## config.mk

```make
export PLATFORM = sky130hd
export DESIGN_NAME = max_pooling1d_stream
export DESIGN_NICKNAME = d
export VERILOG_FILES = /design/src/rtl/hls_stream_pkg.sv /design/src/rtl/max_window.sv /design/src/rtl/max_pooling1d_stream.sv
export SDC_FILE = /design/constraint.sdc
export NUM_CORES = 1
export LEC_CHECK = 0
export CORE_ASPECT_RATIO = 0.75
export CORE_MARGIN = 1
export CORE_UTILIZATION = 48
export CTS_CLUSTER_DIAMETER = 100
export DETAILED_ROUTE_END_ITERATION = 12
export PLACE_DENSITY = 0.8
export REMOVE_ABC_BUFFERS = 1
export SKIP_CTS_REPAIR_TIMING = 1
export SYNTH_ARGS = -nofsm -noshare
export SYNTH_HDL_FRONTEND = slang
export SYNTH_SLANG_ARGS = --single-unit
```

## constraint.sdc

```tcl
create_clock -name ap_clk -period 2.3 [get_ports ap_clk]
set_clock_uncertainty 0.05 [all_clocks]
set_input_delay 0.46 -clock ap_clk [delete_from_list [all_inputs] [get_ports ap_clk]]
set_output_delay 0.46 -clock ap_clk [all_outputs]
set_load 0.05 [all_outputs]
```

## src/rtl/hls_stream_pkg.sv

```systemverilog
// Shared types and helpers for the ap_-controlled streaming layers.
package hls_stream_pkg;

  localparam int unsigned SAMPLE_W = 8;

  typedef logic signed [SAMPLE_W-1:0] sample_t;

  typedef enum logic [1:0] {
    ST_IDLE  = 2'd0,
    ST_RUN   = 2'd1,
    ST_FLUSH = 2'd2,
    ST_DONE  = 2'd3
  } ap_state_e;

  // Signed maximum; a tie returns the first argument (the earlier sample).
  function automatic sample_t smax(input sample_t a, input sample_t b);
    return (b > a) ? b : a;
  endfunction

endpackage

```

## src/rtl/max_window.sv

```systemverilog
// Running signed maximum over a window of POOL samples.
module max_window
  import hls_stream_pkg::*;
#(
  parameter int unsigned POOL = 4
) (
  input  logic    i_clk,
  input  logic    i_rst_n,
  input  logic    i_clr,
  input  logic    i_en,
  input  sample_t i_din,
  output logic    o_last_c,
  output sample_t o_max_c
);

  localparam int unsigned POS_W = (POOL > 1) ? $clog2(POOL) : 1;

  logic [POS_W-1:0] r_win_pos;
  sample_t          r_acc;
  logic             w_first;
  logic             w_last;

  assign w_first  = (r_win_pos == '0);
  assign w_last   = (r_win_pos == POS_W'(POOL - 1));
  assign o_last_c = i_en & w_last;
  assign o_max_c  = smax(r_acc, i_din);

  // Window position and accumulator advance on every accepted sample.
  always_ff @(posedge i_clk) begin
    if (!i_rst_n) begin
      r_win_pos <= '0;
      r_acc     <= '0;
    end else if (i_clr) begin
      r_win_pos <= '0;
    end else if (i_en) begin
      r_win_pos <= w_last ? '0 : r_win_pos + POS_W'(1);
      r_acc     <= w_first ? i_din : smax(r_acc, i_din);
    end
  end

endmodule

```

## src/rtl/max_pooling1d_stream.sv

```systemverilog
// Streaming 1-D max pooling: NIN samples in, NIN/POOL window maxima out.
module max_pooling1d_stream
  import hls_stream_pkg::*;
#(
  parameter int unsigned DW   = SAMPLE_W,
  parameter int unsigned NIN  = 97,
  parameter int unsigned POOL = 4
) (
  input  logic          ap_clk,
  input  logic          ap_rst_n,
  input  logic          ap_start,
  input  logic          ap_continue,
  output logic          ap_done,
  output logic          ap_ready,
  output logic          ap_idle,
  input  logic [DW-1:0] layer4_out_V_data_V_dout,
  input  logic          layer4_out_V_data_V_empty_n,
  output logic          layer4_out_V_data_V_read,
  output logic [DW-1:0] layer5_out_V_data_V_din,
  input  logic          layer5_out_V_data_V_full_n,
  output logic          layer5_out_V_data_V_write
);

  localparam int unsigned NOUT  = NIN / POOL;
  localparam int unsigned REM   = NIN % POOL;
  localparam int unsigned IN_W  = (NIN > 1) ? $clog2(NIN) : 1;
  localparam int unsigned OUT_W = $clog2(NOUT + 1);

  generate
    if (NIN < POOL || POOL < 2 || DW != SAMPLE_W) begin : g_param_check
      $error("max_pooling1d_stream: need NIN >= POOL, POOL >= 2, DW == SAMPLE_W");
    end
  endgenerate

  ap_state_e        r_state;
  ap_state_e        w_state_nxt;
  logic [IN_W-1:0]  r_in_cnt;
  logic [OUT_W-1:0] r_out_cnt;
  sample_t          r_out_reg;
  logic             r_out_valid;
  logic             r_in_done;
  logic             r_ready;

  logic             w_read;
  logic             w_write;
  logic             w_run_rd;
  logic             w_win_last;
  sample_t          w_max;
  logic             w_frame_start;
  logic             w_last_in;
  logic             w_last_win;
  logic             w_ov_nxt;

  assign w_run_rd      = w_read & (r_state == ST_RUN);
  assign w_frame_start = ap_start & ((r_state == ST_IDLE) |
                                     ((r_state == ST_DONE) & ap_continue));
  assign w_last_in     = w_read & (r_in_cnt == IN_W'(NIN - 1));
  assign w_last_win    = w_win_last & (r_out_cnt == OUT_W'(NOUT - 1));
  assign w_ov_nxt      = w_win_last | (r_out_valid & ~w_write);

  max_window #(.POOL(POOL)) u_win (
    .i_clk    (ap_clk),
    .i_rst_n  (ap_rst_n),
    .i_clr    (w_frame_start),
    .i_en     (w_run_rd),
    .i_din    (sample_t'(layer4_out_V_data_V_dout)),
    .o_last_c (w_win_last),
    .o_max_c  (w_max)
  );

  // State register.
  always_ff @(posedge ap_clk) begin
    if (!ap_rst_n) r_state <= ST_IDLE;
    else           r_state <= w_state_nxt;
  end

  // Next state; DONE is only entered once input is exhausted and no result is pending.
  always_comb begin
    w_state_nxt = r_state;
    case (r_state)
      ST_IDLE:  if (ap_start) w_state_nxt = ST_RUN;
      ST_RUN: begin
        if (w_last_win && (REM != 0))                  w_state_nxt = ST_FLUSH;
        else if ((r_in_done || w_last_in) && !w_ov_nxt) w_state_nxt = ST_DONE;
      end
      ST_FLUSH: if ((r_in_done || w_last_in) && !w_ov_nxt) w_state_nxt = ST_DONE;
      ST_DONE:  if (ap_continue) w_state_nxt = ap_start ? ST_RUN : ST_IDLE;
      default:  w_state_nxt = ST_IDLE;
    endcase
  end

  // Handshake outputs; reads stall while an undelivered result is blocked.
  always_comb begin
    ap_idle = 1'b0;
    ap_done = 1'b0;
    w_read  = 1'b0;
    w_write = r_out_valid & layer5_out_V_data_V_full_n;
    case (r_state)
      ST_IDLE:  ap_idle = 1'b1;
      ST_DONE:  ap_done = 1'b1;
      ST_RUN, ST_FLUSH:
        w_read = layer4_out_V_data_V_empty_n & ~r_in_done &
                 ~(r_out_valid & ~layer5_out_V_data_V_full_n);
      default: ;
    endcase
  end

  assign layer4_out_V_data_V_read  = w_read;
  assign layer5_out_V_data_V_write = w_write;
  assign layer5_out_V_data_V_din   = DW'(r_out_reg);
  assign ap_ready                  = r_ready;

  // Frame counters, ready pulse and output holding register.
  always_ff @(posedge ap_clk) begin
    if (!ap_rst_n) begin
      r_in_cnt    <= '0;
      r_out_cnt   <= '0;
      r_in_done   <= 1'b0;
      r_out_reg   <= '0;
      r_out_valid <= 1'b0;
      r_ready     <= 1'b0;
    end else begin
      r_ready <= w_last_in;
      if (w_frame_start) begin
        r_in_cnt  <= '0;
        r_out_cnt <= '0;
        r_in_done <= 1'b0;
      end else begin
        if (w_read) r_in_cnt <= w_last_in ? '0 : r_in_cnt + IN_W'(1);
        if (w_last_in) r_in_done <= 1'b1;
        if (w_win_last) r_out_cnt <= r_out_cnt + OUT_W'(1);
      end
      if (w_win_last) begin
        r_out_reg   <= w_max;
        r_out_valid <= 1'b1;
      end else if (w_write) begin
        r_out_valid <= 1'b0;
      end
    end
  end

endmodule

```

Word level (Yosys, flattened, before mapping)
Index checks and enable logic that the tools add are counted.
{ "totals": {"ff_bits": 35, "input_bits": 14, "out_inout_bits": 13, "elab_cells": 65} }
{ "classes": {"n_addsub": 3, "magnitude_cmp": 1, "eq_ne": 8, "n_mux": 15, "bitwise_logic": 19, "n_reduce_logical": 10} }
{ "ops": {"columns": ["operator", "n"], "rows": [
  ["8-bit two-way mux", 2],
  ["1-bit AND", 11],
  ["2-bit two-way mux", 5],
  ["8-bit > comparator", 1],
  ["2-bit case mux with 4 select lines", 1],
  ["7-bit by 1-bit adder with 7-bit output, second input constant", 1],
  ["7-bit equality test, second input constant", 1],
  ["7-bit two-way mux", 1],
  ["2-bit equality test, second input constant", 3],
  ["1-bit two-way mux", 6],
  ["1-bit NOT", 6],
  ["5-bit by 1-bit adder with 5-bit output, second input constant", 1],
  ["5-bit equality test, second input constant", 1],
  ["2-bit zero test", 2],
  ["2-bit inequality test, second input constant", 2],
  ["2-bit AND reduction", 2],
  ["2-bit OR reduction", 2],
  ["2-bit by 1-bit adder with 2-bit output, second input constant", 1],
  ["2-bit by 1-bit equality test with 1-bit output, second input constant", 1],
  ["1-bit bitwise OR", 2],
  ["2-bit nonzero test", 1],
  ["1-bit logical AND", 1],
  ["1-bit zero test", 1],
  ["1-bit logical OR", 1]
]} }

Longest topological paths before layout
{ "logic_depth": {"depth_word": 13, "mapped_depth": 9, "mapped_depth_nobuf": 8} }

Cells and area by module
A second synthesis with hierarchy kept.
{ "unflattened": {"hier_cells": 240, "area_unflattened_um2": 2122.0} }
{ "modules_own_cells": {"columns": ["module", "instances", "cells_each", "area_each_um2", "seq_area_each_um2"], "rows": [
  ["max_pooling1d_stream", 1, 130, 1256.2, 500.5],
  ["max_window", 1, 110, 865.8, 200.2]
]} }

Worst setup path before layout
Ideal clock, no wire load.
{ "synth_path": {"path_type": "flip-flop to flip-flop", "from": "register r_state[1]", "to": "register r_in_cnt[5]", "setup_time_ns": 0.119, "arrival_ns": 2.376, "required_ns": 2.131, "slack_ns": -0.245, "path_stages_with_launch": 9, "path_buffers": 0, "synth_period_minus_slack_ns": 2.545, "path_cell_list": "dfxtp_1 -> inv_1 -> ha_1 -> nand2_1 -> nor3_2 -> nand4_1 -> or2_2 -> xor2_1 -> nor2_1"} }
{ "synth_via": {"elab_chain_cells": 5, "elab_cells_between_ends": 12, "classes_between": "eq/ne (3); mux (2); bitwise (4); reduce/logical (3)"} }
{ "synth_rtl": {"columns": ["element", "line", "source"], "rows": [
  ["from (decl)", "max_pooling1d_stream.sv:35", "ap_state_e r_state;"],
  ["from (signal assigned)", "max_pooling1d_stream.sv:74", "else r_state <= w_state_nxt;"],
  ["2-bit by 1-bit equality test with 1-bit output or 2-bit equality test (tied branches)", "max_pooling1d_stream.sv:98", "case (r_state)"],
  ["2-bit OR reduction *", "max_pooling1d_stream.sv:98", null],
  ["1-bit two-way mux *", "max_pooling1d_stream.sv:98", null],
  ["via layer4_out_V_data_V_read", "max_pooling1d_stream.sv:18", "output logic layer4_out_V_data_V_read,"],
  ["1-bit AND", "max_pooling1d_stream.sv:57", "assign w_last_in = w_read & (r_in_cnt == IN_W'(NIN - 1));"],
  ["7-bit two-way mux", "max_pooling1d_stream.sv:129", "if (w_read) r_in_cnt <= w_last_in ? '0 : r_in_cnt + IN_W'(1);"],
  ["to (signal assigned)", "max_pooling1d_stream.sv:129", null],
  ["to (decl)", "max_pooling1d_stream.sv:37", "logic [IN_W-1:0] r_in_cnt;"]
]} }
The timed path passes the listed nets; every way through them passes the cells marked *.
A chain may end at the register's enable or synchronous reset.

Worst setup path in the final report
{ "layout_path": {"from": "input layer4_out_V_data_V_dout[2]", "to": "register u_win.r_acc[6]"} }
{ "layout_via": {"elab_chain_cells": 3} }
{ "layout_rtl": {"columns": ["element", "line", "source"], "rows": [
  ["from (decl)", "max_pooling1d_stream.sv:16", "input logic [DW-1:0] layer4_out_V_data_V_dout,"],
  ["8-bit > comparator", "hls_stream_pkg.sv:17", "return (b > a) ? b : a;"],
  ["8-bit two-way mux (2 in series)", null, null],
  ["to (signal assigned)", "max_window.sv:37", "r_acc <= w_first ? i_din : smax(r_acc, i_din);"],
  ["to (decl)", "max_window.sv:19", "sample_t r_acc;"]
]} }
Every way passes these cells.

==> key figures <==
Power and ir drop
  • P_sw: 0.000315 W
  • Comb power frac: 14.4%
  • Internal power: 0.000910 W
  • Tot Pwr: 0.00123 W
  • Seq pwr share: 50.0%
  • VDD IR-drop max: 0.307 mV
  • Clock power frac: 35.5%
  • Static Leak: 1.07 nW
  • Power Density: 485 nW/um^2
  • Switching Share: 25.7%

Route
  • DRC viols: 0
  • DR WL/cell: 12.5 microns
  • DR vias: 1587
  • Drt first pass iters: 4
  • DRT iter0 DRCs: 108
  • Routed Antenna Nets: 0
  • Vias per cell: 5.05
  • Final wirelength: 3.91 mm

STA
  • Least-Margin Pin Slew: 0.500 ns
  • Relative slew margins: 66.6%
  • Fin crit share: 97.6%
  • Hold Fails Final Rpt: 0
  • Final Max Slew Viols: 0
  • Maximum clock frequency: 445 MHz
  • Final setup violation count: 0
  • Fin crit period: 2.25 ns

Placed design
  • Port bufs: 26
  • Hpwl dp: 2.75 mm
  • Global placement routability congestion: 0.757

Synth
  • Area contributors post-synth: dfxtp_1 37%, ha_1 11%, mux2i_1 9.6%, nand2_1 5.6%, a21oi_1 3.7%
  • Post-Syn Area: 1870 sq um
  • #FFs+latches synth: 35
  • Dominant cell type by area after synthesis: dfxtp_1
  • Yosys top cell area share: 37.5%
  • Ys Warns: 0
  • Mean post-synth cell area: 8.82 sq um
  • Cell variety after synth: 40
  • Register area share after synthesis: 37.5%
  • Cell count after synthesis: 212

GRT
  • GRT Residual Overflow: 0
  • All-Layer GR Usage: 20.8%
  • GRT Max-Usage Layer: met1
  • Initial antenna violation count: 0
  • Met1 Usage GRT: 30.6%
  • M3 GR Usage: 5.80%
  • Number of global-route vias before repair: 1433
  • First-pass GRT wire length: 6.60 mm
  • Routing usage on met2: 29.2%
  • Largest net degree at the start of global routing: 26

Setup path
  • Required @ worst endpoint: 2.48 ns
  • Crit end category: flop
  • Crit-path max FO: 4
  • R2R depth: 9
  • Startpoint Class: input pin
  • Arr. time, crit path: 2.42 ns
  • Critical path type: in2reg

Layout
  • Layout cells sized above 1: 17.6%
  • Nets: 292
  • # diodes: 0
  • Syn-to-layout area delta: 35.1%
  • Post-Route Utilization: 68.5%
  • Commonest non-fill, non-tap cell in the layout: dfxtp_1
  • Most frequent cells in the layout: 35 x dfxtp_1, 28 x nand2_1, 21 x buf_4, 18 x mux2i_1

Clock tree
  • Root Buffer: clkbuf_8
  • CTS HTree Levels: 2
  • Clk slew on worst S/H paths: 0.07 ns
  • TritonCTS clock tree: done
  • Latest clock arrival within the worst-skew pair: 0.29 ns
  • TritonCTS Buffers: 5
  • Clk sinks: 35
  • CTS max path bufs: 2

Floorplanning
  • Die area: 4150 sq um
  • Die Ht: 56.0 microns
  • Core Footprint: 3680 sq um
  • Io pins: 27
  • Initial Util: 50.7%
  • Width of the die: 74.1 microns
  • Row cnt: 19

Worst hold path
  • Hold depth: 2
  • Hold WC Path Type: reg2reg

Job
  • Max-Cap Viols: 0

Outcome
  • Outcome: finished clean
==> worst max-delay path, stage by stage <==
cell             delay (ns)
clkdlybuf4s50_1        0.43
ha_1                   0.28
and2_2                 0.15
nand2_2                0.07
o21ai_4                0.15
mux2i_4                0.30
o2111a_2               0.29
buf_6                  0.13
mux2i_1                0.17
==> path summary, 6_finish.rpt <==
kind,from,to,slack [ns]
setup / recovery,layer4_out_V_data_V_dout[2],u_win.r_acc[6],0.05
hold / removal,u_win.r_win_pos[1],u_win.r_win_pos[1],0.43
setup reg to reg,u_win.r_acc[6],u_win.r_acc[6],0.11
hold reg to reg,u_win.r_win_pos[1],u_win.r_win_pos[1],0.43
==> registers in the layout (all words and copies together) (netlist names) <==
signal / flops
ap_ready: 1
layer5_out_V_data_V_din: 8
u_win.r_win_pos: 2
r_out_cnt: 5
r_in_cnt: 7
r_out_valid: 1
u_win.r_acc: 8
r_state: 2
r_in_done: 1
==> logic make-up (layout without fill, tap and decap cells) <==
| family | count (synthesis) | after routing | share of synthesized area, % |
|---|---|---|---|
| DFF | 35 | 35 | 37.5 |
| buffers and inverters | 24 | 74 | 5.29 |
| AOI/OAI and AO/OA | 32 | 32 | 10.3 |
| and+or+nand+nor | 75 | 75 | 20.0 |
| adders and majority gates | 17 | 17 | 11.4 |
| muxes | 19 | 19 | 10.8 |
| xor gates and xnor gates | 10 | 10 | 4.69 |
==> layout make-up <==
type	instances	area, sq um
multi-input combinational	153	1140
tap	52	65.1
clock buffer	7	76.3
clock inverter	1	5.00
timing repair buffer	49	477
inverter	17	63.8
sequential	35	701
fill	267	1160
==> synthesized netlist by cell type <==
master      n
a21boi_0    1
mux2i_4     1
or3_1       1
nand3_1     3
nand2_1    28
xor2_1      7
and2_2      1
nand2_2     1
and4b_1     1
a21oi_1    14
nor2b_1     3
and3_1      2
nor2_1     17
and4_4      1
or2_2       1
nor3_2      1
buf_6       1
inv_1      17
nor3_1      3
nand4_1     5
mux2i_1    18
nor4b_1     1
nand4b_1    2
ha_1       17
xnor2_1     3
a211oi_1    1
and2_1      1
clkbuf_1    5
o21ai_2     1
a21o_1      3
dfxtp_1    35
or4_1       1
a2111oi_0   1
o32ai_1     1
o21ai_0     8
o2111a_1    1
o31ai_1     1
and4_1      1
buf_2       1
nand2b_1    1
==> power by group through the flow <==
stage | clock [W] | combinational [W] | sequential [W]
after floorplan | 0 | 0.0000834 | 0.000626
after global placement | 0 | 0.000161 | 0.000627
after detailed placement | 0 | 0.000163 | 0.000627
after CTS | 0.000442 | 0.000165 | 0.000613
after global routing | 0.000463 | 0.000196 | 0.000613
final | 0.000436 | 0.000177 | 0.000613
==> metal layers <==
metal  wire, microns  vias up
met4              25        0
met1            2060      731
met2            1690       27
li1                -      827
met3             141        2
met5               0        -
==> stage by stage <==
stage                     hold WS, ns  std cells  setup slack [ns]  TNS (ns)  cell area, sq um
final                           0.427        314            0.0541         0              2520
after global placement          0.410        305            -0.325     -4.88              2340
after CTS                       0.425        313            -0.114     -1.34              2420
after floorplan                 0.397        205            -0.245     -2.38              1830
after global routing            0.451        314           -0.0391   -0.0974              2520
after detailed placement        0.415        305            -0.414     -6.12              2340
Note: power is estimated with default switching activity, not from simulation.
